===== src/rtl/uart_cmd_pkg.sv =====
// Shared definitions for the UART command scheduler: FSM encoding, command limit and
// the error codes placed in the upper byte of a response frame.
package uart_cmd_pkg;

    typedef enum logic [2:0] {
        StIdle,
        StDecode,
        StWaitRsp,
        StTxLoad,
        StTxWait
    } state_e;

    localparam logic [7:0] CMD_MAX     = 8'h07;
    localparam logic [7:0] ERR_ADDR    = 8'hE0;
    localparam logic [7:0] ERR_CMD     = 8'hE1;
    localparam logic [7:0] ERR_TIMEOUT = 8'hE2;

    function automatic logic [15:0] err_frame(input logic [7:0] code, input logic [7:0] addr);
        return {code, addr};
    endfunction

endpackage


===== src/rtl/cmd_buf1.sv =====
// One-entry 16-bit holding register for a frame that arrives while the scheduler is busy.
// A simultaneous read and write leaves the buffer full with the newly written frame.
module cmd_buf1 (
    input  logic        clk,
    input  logic        rst_n,
    input  logic        wr,
    input  logic [15:0] wr_data,
    input  logic        rd,
    output logic        full,
    output logic [15:0] rd_data
);

    logic        full_q, full_d;
    logic [15:0] data_q, data_d;

    always_comb begin
        full_d = full_q;
        data_d = data_q;
        if (rd) begin
            full_d = 1'b0;
        end
        if (wr) begin
            full_d = 1'b1;
            data_d = wr_data;
        end
    end

    always_ff @(posedge clk or negedge rst_n) begin
        if (!rst_n) begin
            full_q <= 1'b0;
            data_q <= '0;
        end else begin
            full_q <= full_d;
            data_q <= data_d;
        end
    end

    assign full    = full_q;
    assign rd_data = data_q;

endmodule


===== src/rtl/uart_cmd_sched.sv =====
// Routes received command frames to an addressed device, waits for its response or a
// timeout, and hands the resulting frame to the transmitter.
module uart_cmd_sched
    import uart_cmd_pkg::*;
#(
    parameter int unsigned NUM_DEV     = 4,
    parameter int unsigned TIMEOUT_CYC = 50_000_000
) (
    input  logic               clk,
    input  logic               rst_n,
    input  logic [15:0]        rx_data,
    input  logic               rx_valid,
    output logic [NUM_DEV-1:0] dev_req,
    output logic [7:0]         dev_cmd,
    input  logic [NUM_DEV-1:0] dev_rsp_valid,
    input  logic [15:0]        dev_rsp_data,
    output logic [15:0]        tx_data,
    output logic               tx_start,
    input  logic               tx_done,
    output logic               busy,
    output logic               overrun
);

    localparam int unsigned CntW = (TIMEOUT_CYC > 1) ? $clog2(TIMEOUT_CYC) : 1;
    localparam int unsigned SelW = (NUM_DEV > 1) ? $clog2(NUM_DEV) : 1;
    localparam logic [CntW-1:0] CntLast = CntW'(TIMEOUT_CYC - 1);
    localparam logic [7:0] NumDevB = 8'(NUM_DEV);

    state_e              state_q, state_d;
    logic [7:0]          cmd_q, cmd_d;
    logic [7:0]          addr_q, addr_d;
    logic [CntW-1:0]     cnt_q, cnt_d;
    logic [15:0]         rsp_q, rsp_d;
    logic [NUM_DEV-1:0]  dev_req_q, dev_req_d;
    logic [7:0]          dev_cmd_q, dev_cmd_d;
    logic [15:0]         tx_data_q, tx_data_d;
    logic                tx_start_q, tx_start_d;
    logic                busy_q, busy_d;
    logic                overrun_q, overrun_d;

    logic                buf_wr, buf_rd, buf_full;
    logic [15:0]         buf_data;
    logic [SelW-1:0]     sel;

    assign sel = addr_q[SelW-1:0];

    cmd_buf1 u_buf (
        .clk     (clk),
        .rst_n   (rst_n),
        .wr      (buf_wr),
        .wr_data (rx_data),
        .rd      (buf_rd),
        .full    (buf_full),
        .rd_data (buf_data)
    );

    always_comb begin
        state_d    = state_q;
        cmd_d      = cmd_q;
        addr_d     = addr_q;
        cnt_d      = cnt_q;
        rsp_d      = rsp_q;
        dev_req_d  = dev_req_q;
        dev_cmd_d  = dev_cmd_q;
        tx_data_d  = tx_data_q;
        tx_start_d = 1'b0;
        overrun_d  = 1'b0;
        buf_wr     = 1'b0;
        buf_rd     = 1'b0;

        unique case (state_q)
            StIdle: begin
                // A buffered frame is older than anything arriving now, so serve it first.
                if (buf_full) begin
                    {cmd_d, addr_d} = buf_data;
                    buf_rd          = 1'b1;
                    buf_wr          = rx_valid;
                    state_d         = StDecode;
                end else if (rx_valid) begin
                    {cmd_d, addr_d} = rx_data;
                    state_d         = StDecode;
                end
            end
            StDecode: begin
                if (addr_q >= NumDevB) begin
                    rsp_d   = err_frame(ERR_ADDR, addr_q);
                    state_d = StTxLoad;
                end else if (cmd_q > CMD_MAX) begin
                    rsp_d   = err_frame(ERR_CMD, addr_q);
                    state_d = StTxLoad;
                end else begin
                    cnt_d     = '0;
                    dev_cmd_d = cmd_q;
                    for (int i = 0; i < int'(NUM_DEV); i++) begin
                        dev_req_d[i] = (addr_q == 8'(i));
                    end
                    state_d   = StWaitRsp;
                end
            end
            StWaitRsp: begin
                cnt_d = cnt_q + CntW'(1);
                if (dev_rsp_valid[sel]) begin
                    rsp_d     = dev_rsp_data;
                    dev_req_d = '0;
                    state_d   = StTxLoad;
                end else if (cnt_q == CntLast) begin
                    rsp_d     = err_frame(ERR_TIMEOUT, addr_q);
                    dev_req_d = '0;
                    state_d   = StTxLoad;
                end
            end
            StTxLoad: begin
                tx_data_d  = rsp_q;
                tx_start_d = 1'b1;
                state_d    = StTxWait;
            end
            StTxWait: begin
                if (tx_done) begin
                    state_d = StIdle;
                end
            end
            default: state_d = StIdle;
        endcase

        if (state_q != StIdle && rx_valid) begin
            if (buf_full) begin
                overrun_d = 1'b1;
            end else begin
                buf_wr = 1'b1;
            end
        end

        busy_d = (state_d != StIdle);
    end

    always_ff @(posedge clk or negedge rst_n) begin
        if (!rst_n) begin
            state_q    <= StIdle;
            cmd_q      <= '0;
            addr_q     <= '0;
            cnt_q      <= '0;
            rsp_q      <= '0;
            dev_req_q  <= '0;
            dev_cmd_q  <= '0;
            tx_data_q  <= '0;
            tx_start_q <= 1'b0;
            busy_q     <= 1'b0;
            overrun_q  <= 1'b0;
        end else begin
            state_q    <= state_d;
            cmd_q      <= cmd_d;
            addr_q     <= addr_d;
            cnt_q      <= cnt_d;
            rsp_q      <= rsp_d;
            dev_req_q  <= dev_req_d;
            dev_cmd_q  <= dev_cmd_d;
            tx_data_q  <= tx_data_d;
            tx_start_q <= tx_start_d;
            busy_q     <= busy_d;
            overrun_q  <= overrun_d;
        end
    end

    assign dev_req  = dev_req_q;
    assign dev_cmd  = dev_cmd_q;
    assign tx_data  = tx_data_q;
    assign tx_start = tx_start_q;
    assign busy     = busy_q;
    assign overrun  = overrun_q;

endmodule

===== config.mk =====
export PLATFORM = sky130hd
export DESIGN_NAME = uart_cmd_sched
export DESIGN_NICKNAME = d
export VERILOG_FILES = /design/src/rtl/uart_cmd_pkg.sv /design/src/rtl/cmd_buf1.sv /design/src/rtl/uart_cmd_sched.sv
export SDC_FILE = /design/constraint.sdc
export NUM_CORES = 1
export LEC_CHECK = 0
export CAP_MARGIN = 20
export CORE_AREA = 5 5 104 106
export CTS_BUF_LIST = sky130_fd_sc_hd__clkbuf_8 sky130_fd_sc_hd__clkbuf_16
export DETAILED_ROUTE_END_ITERATION = 10
export DIE_AREA = 0 0 109 111
export DONT_BUFFER_PORTS = 1
export PLACE_DENSITY = 0.61
export SLEW_MARGIN = 20
export SYNTH_ARGS = -nofsm -noshare
export SYNTH_HDL_FRONTEND = slang
export SYNTH_SLANG_ARGS = --single-unit

===== constraint.sdc =====
create_clock -name clk -period 2.5 [get_ports clk]
set_clock_uncertainty 0.1 [all_clocks]
set_input_delay 0.5 -clock clk [delete_from_list [all_inputs] [get_ports clk]]
set_output_delay 0.5 -clock clk [all_outputs]
set_load 0.02 [all_outputs]

Word level (Yosys, flattened, before mapping)
Cells that the tools add are included.
{ "word_totals": {"ff_bits": 109, "output_inout_bits": 31, "wordCells": 81} }
{ "op_classes": {"order_cmp": 3, "mux": 37, "n_addsub": 1, "n_eq_ne": 12, "reduce_logical": 13, "n_bitwise": 2} }
{ "op_table": {"columns": ["operator", "count"], "rows": [
  ["two-way mux 16 bit", 4],
  ["two-way mux 26 bit", 2],
  ["one-hot mux 26 bit (2 select lines)", 1],
  ["two-way mux 8 bit", 4],
  ["one-hot mux 16 bit (2 select lines)", 1],
  ["adder 26 x 1 -> 26 bit, second input constant", 1],
  ["equality test 26 bit, second input constant", 1],
  ["equality test 8 x 2 -> 1 bit, second input constant", 2],
  ["two-way mux 4 bit", 4],
  ["two-way mux 3 bit", 5],
  ["one-hot mux 3 bit (5 select lines)", 1],
  ["two-way mux 1 bit", 13],
  ["AND reduction 3 bit", 3],
  ["equality test 8 x 1 -> 1 bit, second input constant", 1],
  [">= comparator 8 x 3 -> 1 bit, second input constant", 1],
  ["> comparator 8 x 3 -> 1 bit, second input constant", 1],
  ["zero test 8 bit", 1],
  ["one-hot mux 4 bit (2 select lines)", 1],
  ["equality test 3 x 2 -> 1 bit, second input constant", 2],
  ["inequality test 3 bit, second input constant", 2],
  ["nonzero test 2 bit", 3],
  ["nonzero test 3 bit", 2],
  ["inequality test 2 bit, second input constant", 2],
  ["AND reduction 4 bit", 1],
  ["8 further kinds", 9]
]} }

Depth between registers and ports, before layout
Gate-level depths: netlist of run 1.
{ "logic_depth": {"depth_word": 5, "ltp_mapped": 7, "depth_no_buf": 5} }

Cells and area by module
Synthesis of run 1 repeated with hierarchy kept, for this count alone.
{ "hier_totals": {"cells_unflattened": 450, "area_unflattened_um2": 4807.1} }
{ "modules_own_cells": {"columns": ["module", "instances", "area_each_um2", "cells_per_inst"], "rows": [
  ["uart_cmd_sched", 1, 4124.0, 413],
  ["cmd_buf1", 1, 683.2, 37]
]} }

Least setup slack after synthesis of run 1
No wires, ideal clock.
{ "synth_path": {"kind": "register to register", "from": "reg cmd_q[7]", "to": "reg dev_cmd_q[0] (netlist: dev_cmd[0])", "arrival_time_ps": 1804, "path_slack_ps": 471, "path_stages_with_launch": 6, "cell_sequence": "dfrtp_1 > or4_1 > or2_1 > nor3_1 > buf_6 > mux2_2"} }
{ "synth_via": {"elab_chain_cells": 3} }
{ "synth_lines": {"columns": ["element", "line", "rtl"], "rows": [
  ["start: declaration", "uart_cmd_sched.sv:30", "logic [7:0] cmd_q, cmd_d;"],
  ["start signal: assignment", "uart_cmd_sched.sv:151", "cmd_q <= cmd_d;"],
  ["> comparator 8 x 3 -> 1 bit", "uart_cmd_sched.sv:88", "end else if (cmd_q > CMD_MAX) begin"],
  ["NOT 1 bit (no line)", null, null],
  ["AND reduction 3 bit (no line)", null, null],
  ["end signal: assignment", "uart_cmd_sched.sv:156", "dev_cmd_q <= dev_cmd_d;"],
  ["end: declaration", "uart_cmd_sched.sv:35", "logic [7:0] dev_cmd_q, dev_cmd_d;"]
]} }
No other way between the ends.
A chain may end at the register's enable or synchronous reset.

Worst setup path after layout of run 1
{ "layout_path": {"from": "reg cmd_q[7]", "to": "reg cnt_q[25]"} }
{ "layout_via": {"elab_chain_cells": 3} }
{ "layout_lines": {"columns": ["element", "line", "rtl"], "rows": [
  ["> comparator 8 x 3 -> 1 bit", "uart_cmd_sched.sv:88", null],
  ["inequality test 2 bit (no line)", null, null],
  ["AND reduction 3 bit (no line)", null, null],
  ["end signal: assignment", "uart_cmd_sched.sv:153", "cnt_q <= cnt_d;"],
  ["end: declaration", "uart_cmd_sched.sv:32", "logic [CntW-1:0] cnt_q, cnt_d;"]
]} }
No other way between the ends.

==> results of run 1 <==
worst max-delay path by stage:
stage               slack (ps)  cells after the start                 start                endpoint
floorplan                  470                      5  cmd_q[7]$_DFFE_PN0P_  dev_cmd[0]$_DFFE_PN0P_
global placement           300                      5  cmd_q[7]$_DFFE_PN0P_   cnt_q[21]$_DFFE_PN0P_
detailed placement         220                      5  cmd_q[7]$_DFFE_PN0P_   cnt_q[25]$_DFFE_PN0P_
CTS                        210                      5  cmd_q[7]$_DFFE_PN0P_   cnt_q[25]$_DFFE_PN0P_
global route                60                      5  cmd_q[5]$_DFFE_PN0P_   cnt_q[25]$_DFFE_PN0P_
finish                     190                      5  cmd_q[7]$_DFFE_PN0P_   cnt_q[25]$_DFFE_PN0P_
state kept, by name, indices dropped and copies added, names as in the netlist:
name,cells
u_buf.rd_data,16
cnt_q,26
rsp_q,16
busy,1
overrun,1
u_buf.full,1
dev_req,4
state_q,3
tx_data,16
dev_cmd,8
cmd_q,8
addr_q,8
tx_start,1
cell type report:
type / instances / area, um^2 / area share
Clock inverter: 6 / 40.0 / 0.00782
Tap cell: 133 / 166 / 0.0325
Sequential cell: 109 / 2730 / 0.533
Clock buffer: 10 / 138 / 0.0269
Antenna cell: 1 / 2.50 / 0.000489
Inverter: 7 / 26.3 / 0.00513
Timing Repair Buffer: 10 / 87.6 / 0.0171
Multi-Input combinational cell: 318 / 1930 / 0.377
power breakdown:
group	switching (mW)	total, mW	internal (mW)
Combinational	1.01	1.82	0.815
Clock	0.596	0.986	0.391
Sequential	0.566	2.92	2.36
critical path, delay by kind of cell, from the launching register on:
| kind | cells | cell delay, ps |
|---|---|---|
| AND/OR/NAND/NOR | 3 | 1320 |
| AO/OA/AOI/OAI | 2 | 450 |
| flip-flops | 1 | 380 |
kinds of logic after synthesis:
family	Yosys count
and+or+nand+nor	195
DFF	109
AOI/OAI and AO/OA	72
muxes	36
buffers and inverters	28
xor gates and xnor gates	14
adders and majority gates	1
through the flow:
| stage | hold slack, ps | power, mW | instances | setup slack [ps] | utilization |
|---|---|---|---|---|---|
| floorplan | 104 | 4.32 | 455 | 471 | - |
| global placement | 111 | 4.73 | 577 | 300 | 0.510 |
| detailed placement | 112 | 4.80 | 577 | 219 | 0.510 |
| CTS | -302 | 5.78 | 593 | 205 | 0.528 |
| global route | -317 | 6.17 | 594 | 64.0 | 0.529 |
| finish | -287 | 5.73 | 594 | 194 | 0.529 |
per-layer routing:
layer | vias to the layer above | global-route usage | routed length [um]
met2 | 63 | 0.259 | 4660
met5 | - | 0 | 0
met3 | 8 | 0.0495 | 570
met4 | 0 | 0.0640 | 128
met1 | 1570 | 0.235 | 4510
li1 | 1604 | - | -
Yosys cell counts, types with 7 or more instances:
cell type  instances  area, um^2
nor2_1            47         176
or4_1              7        52.6
clkbuf_1          13        48.8
o21ai_0           17        85.1
mux2i_1           16         160
or3_1              9        56.3
dfrtp_1          109        2730
nand4_1            7        43.8
nand3_1           18        90.1
xnor2_1            9        78.8
nand2_1           68         255
a31oi_1            9        56.3
nor2b_1            7        43.8
a21oi_1           28         140
mux2_2            19         214
nor3_1            10        50.1
==> out/metrics.cfg, run 1 <==
[global_route]
grt_pass1_wl_mm=16.4
grt_overflow_total=0
grt_use_total=0.172
grt_antenna_before_repair=1
grt_max_degree=110
grt_pass1_vias=3299

[synth]
dominantRegCellSynth=dfrtp_1
yosysWarnings=0
muxShareOfSynthArea=0.0829
synth-compound-area-share=0.0915
synth_adder_area_share=0.00262
synth_top_family_by_area=simple AND/OR/NAND/NOR gates
synth_edf_count=0
syn_area_um2=4780
synthSimpleGateAreaFrac=0.199
async_reset_ff_frac=1.00
syn_inst=455
ys_ff_latch=109
ys_seq_area_frac=0.570
synth_xor_area_frac=0.0256
synth_cell_types=44
avgSynthCellArea_um2=10.5
synth_nets=496

[worst_setup_path]
crit_type=flop to flop
start_kind=flop
critPathRequiredTime_ps=2700
arrival_ps=2510
cpMaxStageDelayCell=or4_1
crit_path_frequent_cell=or4_1
worst-path-max-fanout=15
end_kind=flop
rr_endpoint=cnt_q[25]$_DFFE_PN0P_
reg2reg_depth=5
max_stage_delay_ps=580
r2r-start=cmd_q[7]$_DFFE_PN0P_
path_cells=or4_1 > nor2_1 > a31oi_2 > or4_1 > a21oi_1
rrSetupSlack_ps=190

[timing]
max_freq_mhz=434
fin_crit_ps=2310
rsz0062_at_grt=no
worst_slew_pin_slew_ps=637
finalSetupTns_ps=0
period_share=0.922
hold_viol_final=109
drv_slew=0
max-slew-margin-rel=0.574
setup_violations=0
worst_hold_slack_ps=-287

[pwr]
peakVddDrop_mv=0.977
p_per_area_nw_per_um2=1120
total_leakage_power_nw=2.30

[clocking]
cts_root_buf=clkbuf_8
worstSkewPairLatency_ps=370
cts_num_sinks=109
cts_resized=0
h-tree-depth=3
cts.clk_slew.worst_paths_ps=110
cts_inserted_buffers=9
cts_tree=done
clk_path_buf_depth=2
post-cts-setup-buffer-count=0

[placed_design]
dp_hpwl_mm=6.85
placed_area_um2=4940
port_buffers=0
gp_congestion=0.795

[cells_and_area]
final_cell_mix=dfrtp_1, nand2_1, nor2_1, a21oi_1, mux2_2
drive_above_1_share=0.128
fin_area_um2=5120
layout_commonest_cell=dfrtp_1
syn2layout_area_growth_pct=6.98
fillers=872
fin_nets=496

[routing]
dr.pass1.iters=4
detail-route-antenna-nets=0
drc_errors=0
viasPerCell=5.46
detail_route.wl_per_cell_um=16.6
wl_mm=9.87
drt-initial-drc-count=165
num_vias=3245

[floorplan]
die_w_um=109
dieHeight_um=111
start_util=0.494
die_area_um2=12100
core_region_area_um2=9680
rows=36
io_pins=71

[outcome]
violations=hold timing
status=finished with violations

[hold_path]
hp-class=primary input to asynchronous set/reset pin

[job]
drv_cap=0

No activity file was read; power rests on OpenSTA's default activity.
==> run 2: changes to the inputs <==
Settings changed: CTS_BUF_LIST sky130_fd_sc_hd__clkbuf_8 sky130_fd_sc_hd__clkbuf_16 to sky130_fd_sc_hd__clkbuf_8, GPL_TIMING_DRIVEN from default to 1.
==> results of run 2 <==
No change in the layout: final DEF, timing and power equal those of run 1.
==> run 3: changes to the inputs <==
Settings changed: PLACE_DENSITY 0.61 to 0.66.
Clock period 2.5 ns to 2.8 ns, I/O delays scaled along.
==> run 3 against run 2 <==
Net effect:
- the flow still finishes with violations (hold timing)
- power is 11% lower
- highest routed layer is now met5
- first-iteration DRC count is 50% higher
- count of clock-buffer cells in the layout stayed put
- via count is 1.4% higher
- sequential power is 11% lower
- non-clock buffer count is 1 lower
- cell count is 0.17% lower
- largest power group unchanged
- global-route usage is 0.30 points higher
- fmax is 0.25% lower
- combinational power is 12% lower
- worst hold slack better by 59 ps
==> out/metrics.cfg, run 3 (synthesis results as in run 1) <==
[cells_and_area]
finish.utilization=0.526
final_cell_mix=dfrtp_1, nand2_1, nor2_1, a21oi_1, mux2_2
layout_commonest_cell=dfrtp_1
largest-register=cnt_q
fin_nets=495
syn2layout_area_growth_pct=6.51
drive_above_1_share=0.129
largest_reg_flops=26

[routing]
viasPerCell=5.55
detail-route-antenna-nets=0
drc_errors=0
dr.pass1.iters=5
drt-initial-drc-count=247
wl_mm=9.90
num_vias=3292
detail_route.wl_per_cell_um=16.7

[worst_setup_path]
worst-path-max-fanout=7
critPathRequiredTime_ps=2960
rrSetupSlack_ps=490
max_stage_delay_ps=530
path_cells=or4_1 > or2_1 > nor3_2 > nor3_1 > a32o_1
crit_type=flop to flop
start_kind=flop
end_kind=flop
cpMaxStageDelayCell=or4_1
crit_buf_inv=0
crit_family=simple AND/OR/NAND/NOR gates
arrival_ps=2470

[floorplan]
core_region_area_um2=9680
dieHeight_um=111
rows=36
die_area_um2=12100
io_pins=71
die_w_um=109
start_util=0.494

[timing]
fin_ws_ps=488
max-slew-margin-rel=0.541
drv_slew=0
period_share=0.826
setup_violations=0
worst_hold_slack_ps=-228
worst_slew_pin_slew_ps=687
max_freq_mhz=433
rsz0062_at_grt=no
finalSetupTns_ps=0
fin_crit_ps=2310
hold_viol_final=109

[clocking]
clk_path_buf_depth=2
cts_resized=0
cts_num_sinks=109
cts.clk_slew.worst_paths_ps=100
h-tree-depth=3
worstSkewPairLatency_ps=370
post-cts-setup-buffer-count=0
cts_inserted_buffers=9
cts_tree=done
cts_root_buf=clkbuf_8

[global_route]
grt_use_total=0.175
grt_pass1_wl_mm=16.9
grt_pass1_vias=3270
grt_antenna_before_repair=2
grt_max_degree=110
grt_overflow_total=0

[placed_design]
port_buffers=0
dp_hpwl_mm=7.04
pre_cts_slack_ps=491
gp_congestion=0.817

[outcome]
status=finished with violations
violations=hold timing

[hold_path]
hp-class=primary input to asynchronous set/reset pin

[pwr]
p_per_area_nw_per_um2=998
total_leakage_power_nw=2.28
peakVddDrop_mv=0.748

[job]
drv_cap=0

run 3: cell count changes in the layout (fill, tap and decap cells not counted):
| cell | delta |
|---|---|
| clkinv_4 | -1 |
| inv_6 | +1 |
| buf_12 | -1 |
| clkinv_2 | +1 |
| inv_8 | -1 |
| clkinvlp_4 | +1 |
| inv_1 | -1 |
run 3: per-stage QoR:
| stage | hold slack (ps) | power [mW] | std cells | instance area (um^2) |
|---|---|---|---|---|
| 3_3_place_gp | 169 | 4.20 | 576 | 4920 |
| 4_1_cts | -246 | 5.15 | 592 | 5090 |
| 6_report | -228 | 5.09 | 593 | 5100 |
| 2_1_floorplan | 164 | 3.86 | 455 | 4780 |
| 3_5_place_dp | 168 | 4.27 | 576 | 4920 |
| 5_1_grt | -254 | 5.49 | 593 | 5100 |
run 3: power breakdown:
group	switching, mW	internal (mW)
Clock	0.521	0.345
Combinational	0.899	0.708
Sequential	0.508	2.10
run 3: path summary, 6_finish.rpt:
check	endpoint	startpoint	cells after the start
worst max-delay path	dev_req[2]$_DFFE_PN0P_	cmd_q[7]$_DFFE_PN0P_	5
worst min register to register	tx_data[2]$_DFFE_PN0P_	rsp_q[2]$_DFFE_PN0P_	2
worst min-delay path	cnt_q[24]$_DFFE_PN0P_	rst_n	0
worst max register to register	dev_req[2]$_DFFE_PN0P_	cmd_q[7]$_DFFE_PN0P_	5
max in group asynchronous	cnt_q[16]$_DFFE_PN0P_	rst_n	0
min in group clk	rsp_q[8]$_DFFE_PN0P_	dev_rsp_data[8]	2
run 3: per-layer routing:
layer	global-route usage	wire length, um	vias to the layer above
li1	-	-	1586
met1	0.250	4490	1627
met2	0.257	4710	65
met3	0.0448	529	12
met4	0.0631	155	2
met5	0	11	-
run 3: area by class of cell:
cell class | count | area [um^2]
clock buffers | 10 | 138
multi-input cells | 318 | 1930
clock inverters | 6 | 37.5
fillers | 895 | 4590
well taps | 133 | 166
diodes | 1 | 2.50
inverters | 7 | 26.3
flip-flops and latches | 109 | 2730
repair buffers | 9 | 67.6
